===== src/rtl/lsu_pkg.sv =====
// Shared constants for the load/store unit: RV32 width codes, FSM encodings and
// the request legality check.
package lsu_pkg;

    localparam int unsigned XLEN = 32;

    localparam logic [2:0] FunctB  = 3'b000;
    localparam logic [2:0] FunctH  = 3'b001;
    localparam logic [2:0] FunctW  = 3'b010;
    localparam logic [2:0] FunctBu = 3'b100;
    localparam logic [2:0] FunctHu = 3'b101;

    localparam logic [2:0] StIdle     = 3'd0;
    localparam logic [2:0] StLoad     = 3'd1;
    localparam logic [2:0] StWrite    = 3'd2;
    localparam logic [2:0] StRmwRead  = 3'd3;
    localparam logic [2:0] StRmwWrite = 3'd4;

    // Unsigned widths have no store form; halves need bit 0 clear, words both bits.
    function automatic logic req_error(input logic       write,
                                       input logic [2:0] funct3,
                                       input logic [1:0] offset);
        logic err;
        case (funct3)
            FunctB:  err = 1'b0;
            FunctH:  err = offset[0];
            FunctW:  err = |offset;
            FunctBu: err = write;
            FunctHu: err = write | offset[0];
            default: err = 1'b1;
        endcase
        return err;
    endfunction

endpackage


===== src/rtl/lsu_align.sv =====
// Combinational lane logic: load extract/extend and byte/half store merge
// into the word just read from memory.
module lsu_align
    import lsu_pkg::*;
(
    input  logic [XLEN-1:0] i_rd,
    input  logic [15:0]     i_wdata,
    input  logic [1:0]      i_offset,
    input  logic [2:0]      i_funct3,
    output logic [XLEN-1:0] o_load_data,
    output logic [XLEN-1:0] o_merge_data
);

    logic [7:0]  w_byte;
    logic [15:0] w_half;
    logic        w_signed;

    assign w_half   = i_offset[1] ? i_rd[31:16] : i_rd[15:0];
    assign w_signed = ~i_funct3[2];

    always_comb begin
        w_byte = i_rd[7:0];
        case (i_offset)
            2'd0:    w_byte = i_rd[7:0];
            2'd1:    w_byte = i_rd[15:8];
            2'd2:    w_byte = i_rd[23:16];
            default: w_byte = i_rd[31:24];
        endcase
    end

    always_comb begin
        o_load_data = i_rd;
        case (i_funct3[1:0])
            2'b00:   o_load_data = {{24{w_signed & w_byte[7]}}, w_byte};
            2'b01:   o_load_data = {{16{w_signed & w_half[15]}}, w_half};
            default: o_load_data = i_rd;
        endcase
    end

    always_comb begin
        o_merge_data = i_rd;
        if (i_funct3[1:0] == 2'b00) begin
            case (i_offset)
                2'd0:    o_merge_data[7:0]   = i_wdata[7:0];
                2'd1:    o_merge_data[15:8]  = i_wdata[7:0];
                2'd2:    o_merge_data[23:16] = i_wdata[7:0];
                default: o_merge_data[31:24] = i_wdata[7:0];
            endcase
        end else if (i_offset[1]) begin
            o_merge_data[31:16] = i_wdata;
        end else begin
            o_merge_data[15:0] = i_wdata;
        end
    end

endmodule


===== src/rtl/load_store_unit.sv =====
// Data-memory initiator: one request at a time, registered responses, and
// read-modify-write for sub-word stores on a memory without byte enables.
module load_store_unit
    import lsu_pkg::*;
#(
    parameter int unsigned DM_ADDRESS = 9,
    parameter int unsigned DATA_W     = 32
) (
    input  logic                  clk,
    input  logic                  rst_n,
    input  logic                  req_valid,
    output logic                  req_ready,
    input  logic                  req_write,
    input  logic [2:0]            req_funct3,
    input  logic [DATA_W-1:0]     req_addr,
    input  logic [DATA_W-1:0]     req_wdata,
    output logic                  resp_valid,
    output logic [DATA_W-1:0]     resp_rdata,
    output logic                  resp_error,
    output logic                  MemRead,
    output logic                  MemWrite,
    output logic [DM_ADDRESS-1:0] a,
    output logic [DATA_W-1:0]     wd,
    input  logic [DATA_W-1:0]     rd
);

    logic [2:0]            r_state;
    logic [2:0]            r_funct3;
    logic [1:0]            r_offset;
    logic [DM_ADDRESS-1:0] r_a;
    logic [DATA_W-1:0]     r_wdata;
    logic [DATA_W-1:0]     r_merge;
    logic                  r_resp_valid;
    logic [DATA_W-1:0]     r_resp_rdata;
    logic                  r_resp_error;

    logic                  w_error;
    logic [DATA_W-1:0]     w_load_data;
    logic [DATA_W-1:0]     w_merge_data;
    logic [DATA_W-1:0]     w_wd;
    logic                  w_unused_addr;

    // Byte addresses wrap: upper address bits are deliberately dropped.
    assign w_unused_addr = ^req_addr[DATA_W-1:DM_ADDRESS+2];
    assign w_error       = req_error(req_write, req_funct3, req_addr[1:0]);

    lsu_align u_align (
        .i_rd         (rd),
        .i_wdata      (r_wdata[15:0]),
        .i_offset     (r_offset),
        .i_funct3     (r_funct3),
        .o_load_data  (w_load_data),
        .o_merge_data (w_merge_data)
    );

    always_ff @(posedge clk) begin
        if (!rst_n) begin
            r_state      <= StIdle;
            r_funct3     <= '0;
            r_offset     <= '0;
            r_a          <= '0;
            r_wdata      <= '0;
            r_merge      <= '0;
            r_resp_valid <= 1'b0;
            r_resp_rdata <= '0;
            r_resp_error <= 1'b0;
        end else begin
            r_resp_valid <= 1'b0;
            case (r_state)
                StIdle: begin
                    if (req_valid) begin
                        r_funct3 <= req_funct3;
                        r_offset <= req_addr[1:0];
                        r_a      <= req_addr[DM_ADDRESS+1:2];
                        r_wdata  <= req_wdata;
                        if (w_error) begin
                            r_resp_valid <= 1'b1;
                            r_resp_error <= 1'b1;
                            r_resp_rdata <= '0;
                        end else if (!req_write) begin
                            r_state <= StLoad;
                        end else if (req_funct3 == FunctW) begin
                            r_state <= StWrite;
                        end else begin
                            r_state <= StRmwRead;
                        end
                    end
                end
                StLoad: begin
                    r_resp_valid <= 1'b1;
                    r_resp_error <= 1'b0;
                    r_resp_rdata <= w_load_data;
                    r_state      <= StIdle;
                end
                StRmwRead: begin
                    r_merge <= w_merge_data;
                    r_state <= StRmwWrite;
                end
                StWrite, StRmwWrite: begin
                    r_resp_valid <= 1'b1;
                    r_resp_error <= 1'b0;
                    r_resp_rdata <= '0;
                    r_state      <= StIdle;
                end
                default: r_state <= StIdle;
            endcase
        end
    end

    always_comb begin
        w_wd = '0;
        if (r_state == StWrite) begin
            w_wd = r_wdata;
        end else if (r_state == StRmwWrite) begin
            w_wd = r_merge;
        end
    end

    assign req_ready  = (r_state == StIdle);
    assign MemRead    = (r_state == StLoad) || (r_state == StRmwRead);
    assign MemWrite   = (r_state == StWrite) || (r_state == StRmwWrite);
    assign a          = r_a;
    assign wd         = w_wd;
    assign resp_valid = r_resp_valid;
    assign resp_rdata = r_resp_rdata;
    assign resp_error = r_resp_error;

endmodule

===== config.mk =====
export PLATFORM = sky130hd
export DESIGN_NAME = load_store_unit
export DESIGN_NICKNAME = d
export VERILOG_FILES = /design/src/rtl/lsu_pkg.sv /design/src/rtl/lsu_align.sv /design/src/rtl/load_store_unit.sv
export SDC_FILE = /design/constraint.sdc
export NUM_CORES = 1
export LEC_CHECK = 0
export ABC_AREA = 1
export CAP_MARGIN = 20
export CORE_MARGIN = 1
export CORE_UTILIZATION = 48
export DETAILED_ROUTE_END_ITERATION = 7
export PLACE_DENSITY_LB_ADDON = 0.12
export SYNTH_ARGS = -nofsm -noshare
export SYNTH_HDL_FRONTEND = slang
export SYNTH_HIERARCHICAL = 1
export SYNTH_SLANG_ARGS = --single-unit

===== constraint.sdc =====
create_clock -name clk -period 1.64 [get_ports clk]
set_input_delay 0.164 -clock clk [delete_from_list [all_inputs] [get_ports clk]]
set_output_delay 0.164 -clock clk [all_outputs]
set_load 0.005 [all_outputs]

==> run_summary.xml <==
<?xml version="1.0" encoding="UTF-8"?>
<metrics>
  <group name="sta">
    <metric name="post_route_hold_slack" unit="ns">0.193</metric>
    <metric name="timing.final.setup_violations" unit="">21</metric>
    <metric name="min_period" unit="ns">1.74</metric>
    <metric name="finalHoldViolCount" unit="">0</metric>
    <metric name="setup_ws" unit="ns">-0.105</metric>
    <metric name="max_freq" unit="GHz">0.573</metric>
    <metric name="worstMarginPinSlew" unit="ns">0.508</metric>
    <metric name="report.final.slew_viol_count" unit="">0</metric>
    <metric name="timing.slew.headroom" unit="%">66.1</metric>
    <metric name="timing.setup.tns" unit="ns">-0.824</metric>
    <metric name="clock_skew" unit="ns">0.00611</metric>
    <metric name="period_share" unit="%">106</metric>
    <metric name="setup_repair_after_global_routing_missed_its_margin" unit="">true</metric>
  </group>
  <group name="global_route">
    <metric name="grt_antenna_before_repair" unit="">0</metric>
    <metric name="global_route_wire_length_before_repair" unit="mm">32.5</metric>
    <metric name="grt_util_all_layers" unit="%">31.8</metric>
    <metric name="grt_pass1_vias" unit="">6446</metric>
    <metric name="grt.overflow.total" unit="">0</metric>
    <metric name="grt_start_max_net_pins" unit="">51</metric>
  </group>
  <group name="critical_path">
    <metric name="worst_setup_path_start_kind" unit="">flop</metric>
    <metric name="critPathTopFamily" unit="">buffers and inverters</metric>
    <metric name="worst_path_most_repeated_cell" unit="">sky130_fd_sc_hd__buf_6</metric>
    <metric name="critical_path.cell_chain" unit="">nor2_4, buf_6, buf_12, buf_6, nand3_2, o21ai_1, buf_2</metric>
    <metric name="crit_path_top_delay_cell" unit="">sky130_fd_sc_hd__dfxtp_4</metric>
    <metric name="worst_path_largest_cell_delay" unit="ns">0.36</metric>
    <metric name="cp_max_fo" unit="">8</metric>
    <metric name="crit_arrival" unit="ns">1.58</metric>
    <metric name="required" unit="ns">1.48</metric>
    <metric name="timing.critical_path.buf_inv" unit="">4</metric>
    <metric name="path_class" unit="">flop to output pin</metric>
    <metric name="worst_setup_path_end_kind" unit="">output pin</metric>
  </group>
  <group name="synthesis">
    <metric name="synth.yosys.warnings" unit="">6</metric>
    <metric name="synth_area_per_cell" unit="µm²">6.54</metric>
    <metric name="ys_async_rst_share" unit="%">0</metric>
    <metric name="cell_types_occupying_the_most_area_after_synthesis" unit="">sky130_fd_sc_hd__dfxtp_1 (38%), sky130_fd_sc_hd__a21oi_1 (10%), sky130_fd_sc_hd__o21ai_0 (9.4%), sky130_fd_sc_hd__nand3_1 (8.9%), sky130_fd_sc_hd__nand2_1 (8.3%)</metric>
    <metric name="synth.most_common_cell" unit="">sky130_fd_sc_hd__nand2_1</metric>
    <metric name="synthTopCellsByCount" unit="">sky130_fd_sc_hd__nand2_1 (136), sky130_fd_sc_hd__a21oi_1 (127), sky130_fd_sc_hd__dfxtp_1 (115), sky130_fd_sc_hd__o21ai_0 (115), sky130_fd_sc_hd__nand3_1 (109)</metric>
    <metric name="synth_top_cell_by_area" unit="">sky130_fd_sc_hd__dfxtp_1</metric>
    <metric name="synth_cell_types" unit="">29</metric>
    <metric name="synth_edf_count" unit="">0</metric>
    <metric name="yosys_register_bits" unit="">115</metric>
    <metric name="synthCells" unit="">937</metric>
    <metric name="synth_top_flop_cell" unit="">sky130_fd_sc_hd__dfxtp_1</metric>
    <metric name="synth.yosys.seq_area_share" unit="%">37.6</metric>
    <metric name="synthesis.nets" unit="">1040</metric>
    <metric name="syn_area" unit="µm²">6120</metric>
    <metric name="netlist.area_leader.share" unit="%">37.6</metric>
  </group>
  <group name="route">
    <metric name="drtIter0Drc" unit="">857</metric>
    <metric name="routed_wirelength" unit="mm">21.3</metric>
    <metric name="route.vias.total" unit="">7294</metric>
    <metric name="drc" unit="">0</metric>
    <metric name="viasPerCell" unit="">5.59</metric>
    <metric name="wire_per_inst" unit="µm">16.3</metric>
    <metric name="first_pass_iteration_count_of_the_detailed_router" unit="">6</metric>
    <metric name="drtAntennaViolNets" unit="">0</metric>
  </group>
  <group name="clocking">
    <metric name="clock_tree.htree_level_count" unit="">4</metric>
    <metric name="clkSinkCount" unit="">115</metric>
    <metric name="cts_tree" unit="">done</metric>
    <metric name="clock_tree.root_cell" unit="">sky130_fd_sc_hd__clkbuf_16</metric>
    <metric name="cts_buffer_depth" unit="">2</metric>
    <metric name="clock_insertion_delay_worst_skew" unit="ns">0.42</metric>
    <metric name="cts.clk_slew.worst_paths" unit="ns">0.05</metric>
    <metric name="postCtsHoldBufs" unit="">0</metric>
    <metric name="cts-buffers-inserted" unit="">17</metric>
  </group>
  <group name="floorplanning">
    <metric name="core_region_area" unit="µm²">12200</metric>
    <metric name="die-width" unit="µm">115</metric>
    <metric name="top_level_ports" unit="">181</metric>
    <metric name="row_count" unit="">40</metric>
    <metric name="die_area" unit="µm²">13200</metric>
    <metric name="chipHeight" unit="µm">115</metric>
    <metric name="floorplan.initialDensity" unit="%">50.1</metric>
  </group>
  <group name="hold_path">
    <metric name="hold_class" unit="">input port to flop</metric>
  </group>
  <group name="final_layout">
    <metric name="finish.net_count" unit="">1226</metric>
    <metric name="syn2layout_area_growth" unit="%">47.8</metric>
    <metric name="diodes" unit="">0</metric>
    <metric name="layout-drive-gt1-share" unit="%">17.1</metric>
    <metric name="final-instance-count-excl-fill" unit="">1304</metric>
  </group>
  <group name="place">
    <metric name="weighted_congestion_reported_at_the_end_of_routability_driven_placement" unit="">0.928</metric>
    <metric name="dpl_worst_slack" unit="ns">-0.0271</metric>
    <metric name="placed_cells" unit="">1253</metric>
    <metric name="port_buffers" unit="">159</metric>
    <metric name="place_hpwl" unit="mm">13.6</metric>
  </group>
  <group name="pwr">
    <metric name="power_leakage" unit="µW">0.00371</metric>
    <metric name="power_per_cell_area" unit="nW/µm²">934</metric>
    <metric name="vdd_ir_drop_max" unit="V">0.000812</metric>
  </group>
  <group name="run_status">
    <metric name="status" unit="">finished with violations</metric>
    <metric name="violations" unit="">setup timing</metric>
  </group>
  <group name="run">
    <metric name="cap_violations" unit="">0</metric>
  </group>
</metrics>
==> through the flow <==
stage,utilization (%),area [µm²],power [µW]
2_1_floorplan,-,6120,3880
3_3_place_gp,67.0,8180,4590
3_5_place_dp,67.0,8180,4600
4_1_cts,73.1,8930,8370
5_1_grt,74.1,9050,8760
6_report,74.1,9050,8450
==> final cells by class <==
type | instances | area, µm²
inverter | 69 | 263
sequential | 115 | 2320
clock buffer | 17 | 425
timing repair buffer | 239 | 2300
multi-input combinational | 681 | 3370
fill | 1026 | 3160
tap | 168 | 210
clock inverter | 15 | 165
==> placed cells by master (no fill, tap or decap), types with 2 or more instances in the layout <==
cell type | Yosys | routed
sky130_fd_sc_hd__a21oi_1 | 127 | 127
sky130_fd_sc_hd__buf_12 | 0 | 14
sky130_fd_sc_hd__buf_2 | 25 | 31
sky130_fd_sc_hd__buf_4 | 6 | 52
sky130_fd_sc_hd__buf_6 | 1 | 10
sky130_fd_sc_hd__buf_8 | 0 | 2
sky130_fd_sc_hd__bufinv_16 | 0 | 3
sky130_fd_sc_hd__clkbuf_16 | 0 | 18
sky130_fd_sc_hd__clkdlybuf4s50_1 | 0 | 123
sky130_fd_sc_hd__clkinv_2 | 0 | 8
sky130_fd_sc_hd__clkinvlp_4 | 0 | 3
sky130_fd_sc_hd__dfxtp_1 | 115 | 109
sky130_fd_sc_hd__dfxtp_2 | 0 | 3
sky130_fd_sc_hd__dfxtp_4 | 0 | 3
sky130_fd_sc_hd__dlygate4sd2_1 | 0 | 2
sky130_fd_sc_hd__inv_1 | 65 | 65
sky130_fd_sc_hd__inv_2 | 3 | 2
sky130_fd_sc_hd__nand2_1 | 136 | 134
sky130_fd_sc_hd__nand2_2 | 3 | 3
sky130_fd_sc_hd__nand2_4 | 0 | 2
sky130_fd_sc_hd__nand3_1 | 109 | 94
sky130_fd_sc_hd__nand3_2 | 1 | 15
sky130_fd_sc_hd__nor2_1 | 97 | 95
sky130_fd_sc_hd__nor2_2 | 1 | 2
sky130_fd_sc_hd__nor2_4 | 4 | 6
sky130_fd_sc_hd__nor3_1 | 2 | 2
sky130_fd_sc_hd__nor3_4 | 1 | 2
sky130_fd_sc_hd__o211ai_1 | 7 | 7
sky130_fd_sc_hd__o21ai_0 | 115 | 85
sky130_fd_sc_hd__o21ai_1 | 62 | 87
sky130_fd_sc_hd__o21ai_2 | 0 | 5
sky130_fd_sc_hd__o22ai_1 | 8 | 8
==> power breakdown <==
group / switching [µW] / internal [µW] / leakage, µW
clock: 1350 / 2370 / 0.000288
sequential: 87.4 / 2920 / 0.000942
combinational: 933 / 788 / 0.00248
==> worst paths after layout <==
path,startpoint,end,slack [ns],depth (start not counted)
max,r_state[0],wd[29],-0.10,7
min,rst_n,r_wdata[15],0.19,3
max reg2reg,r_state[0],resp_rdata[16],0.01,9
min reg2reg,r_wdata[20],r_wdata[20],0.45,2
==> registers in the layout, summed over array words and instances (netlist names) <==
| name | count |
|---|---|
| r_funct3 | 3 |
| resp_error | 1 |
| r_state | 3 |
| resp_rdata | 32 |
| r_merge | 32 |
| a | 9 |
| resp_valid | 1 |
| r_wdata | 32 |
| r_offset | 2 |
==> worst reg2reg max path: cells and delay by family (launching register included) <==
kind | cells | cell delay (ns)
buffers and inverters | 5 | 0.65
DFF | 1 | 0.37
and+or+nand+nor | 3 | 0.42
AOI/OAI and AO/OA | 1 | 0.08
==> layer usage <==
metal	track usage, %	share of wire (%)	vias up
met5	0	0	-
met4	13.6	3.4	0
met3	6.80	8.5	64
met2	49.2	45	375
met1	43.0	43	3315
li1	-	-	3540
==> repair_timing <==
item                                    4_1_cts  5_1_grt
endpoints found under the setup margin       69       64
gates cloned                                  3        1
pin swaps                                     4        7
endpoints found under the hold margin         0        0
gates resized for setup                     146       69
buffers inserted                             11        5
==> cell families (layout without fill, tap and decap cells) <==
group | after synthesis | count (layout) | synth area share (%)
AO/OA/AOI/OAI | 321 | 321 | 26.8
buffers and inverters | 142 | 340 | 9.71
flip-flops | 115 | 115 | 37.6
AND/OR/NAND/NOR | 359 | 360 | 25.9
Power figures use the tool's default switching activity.
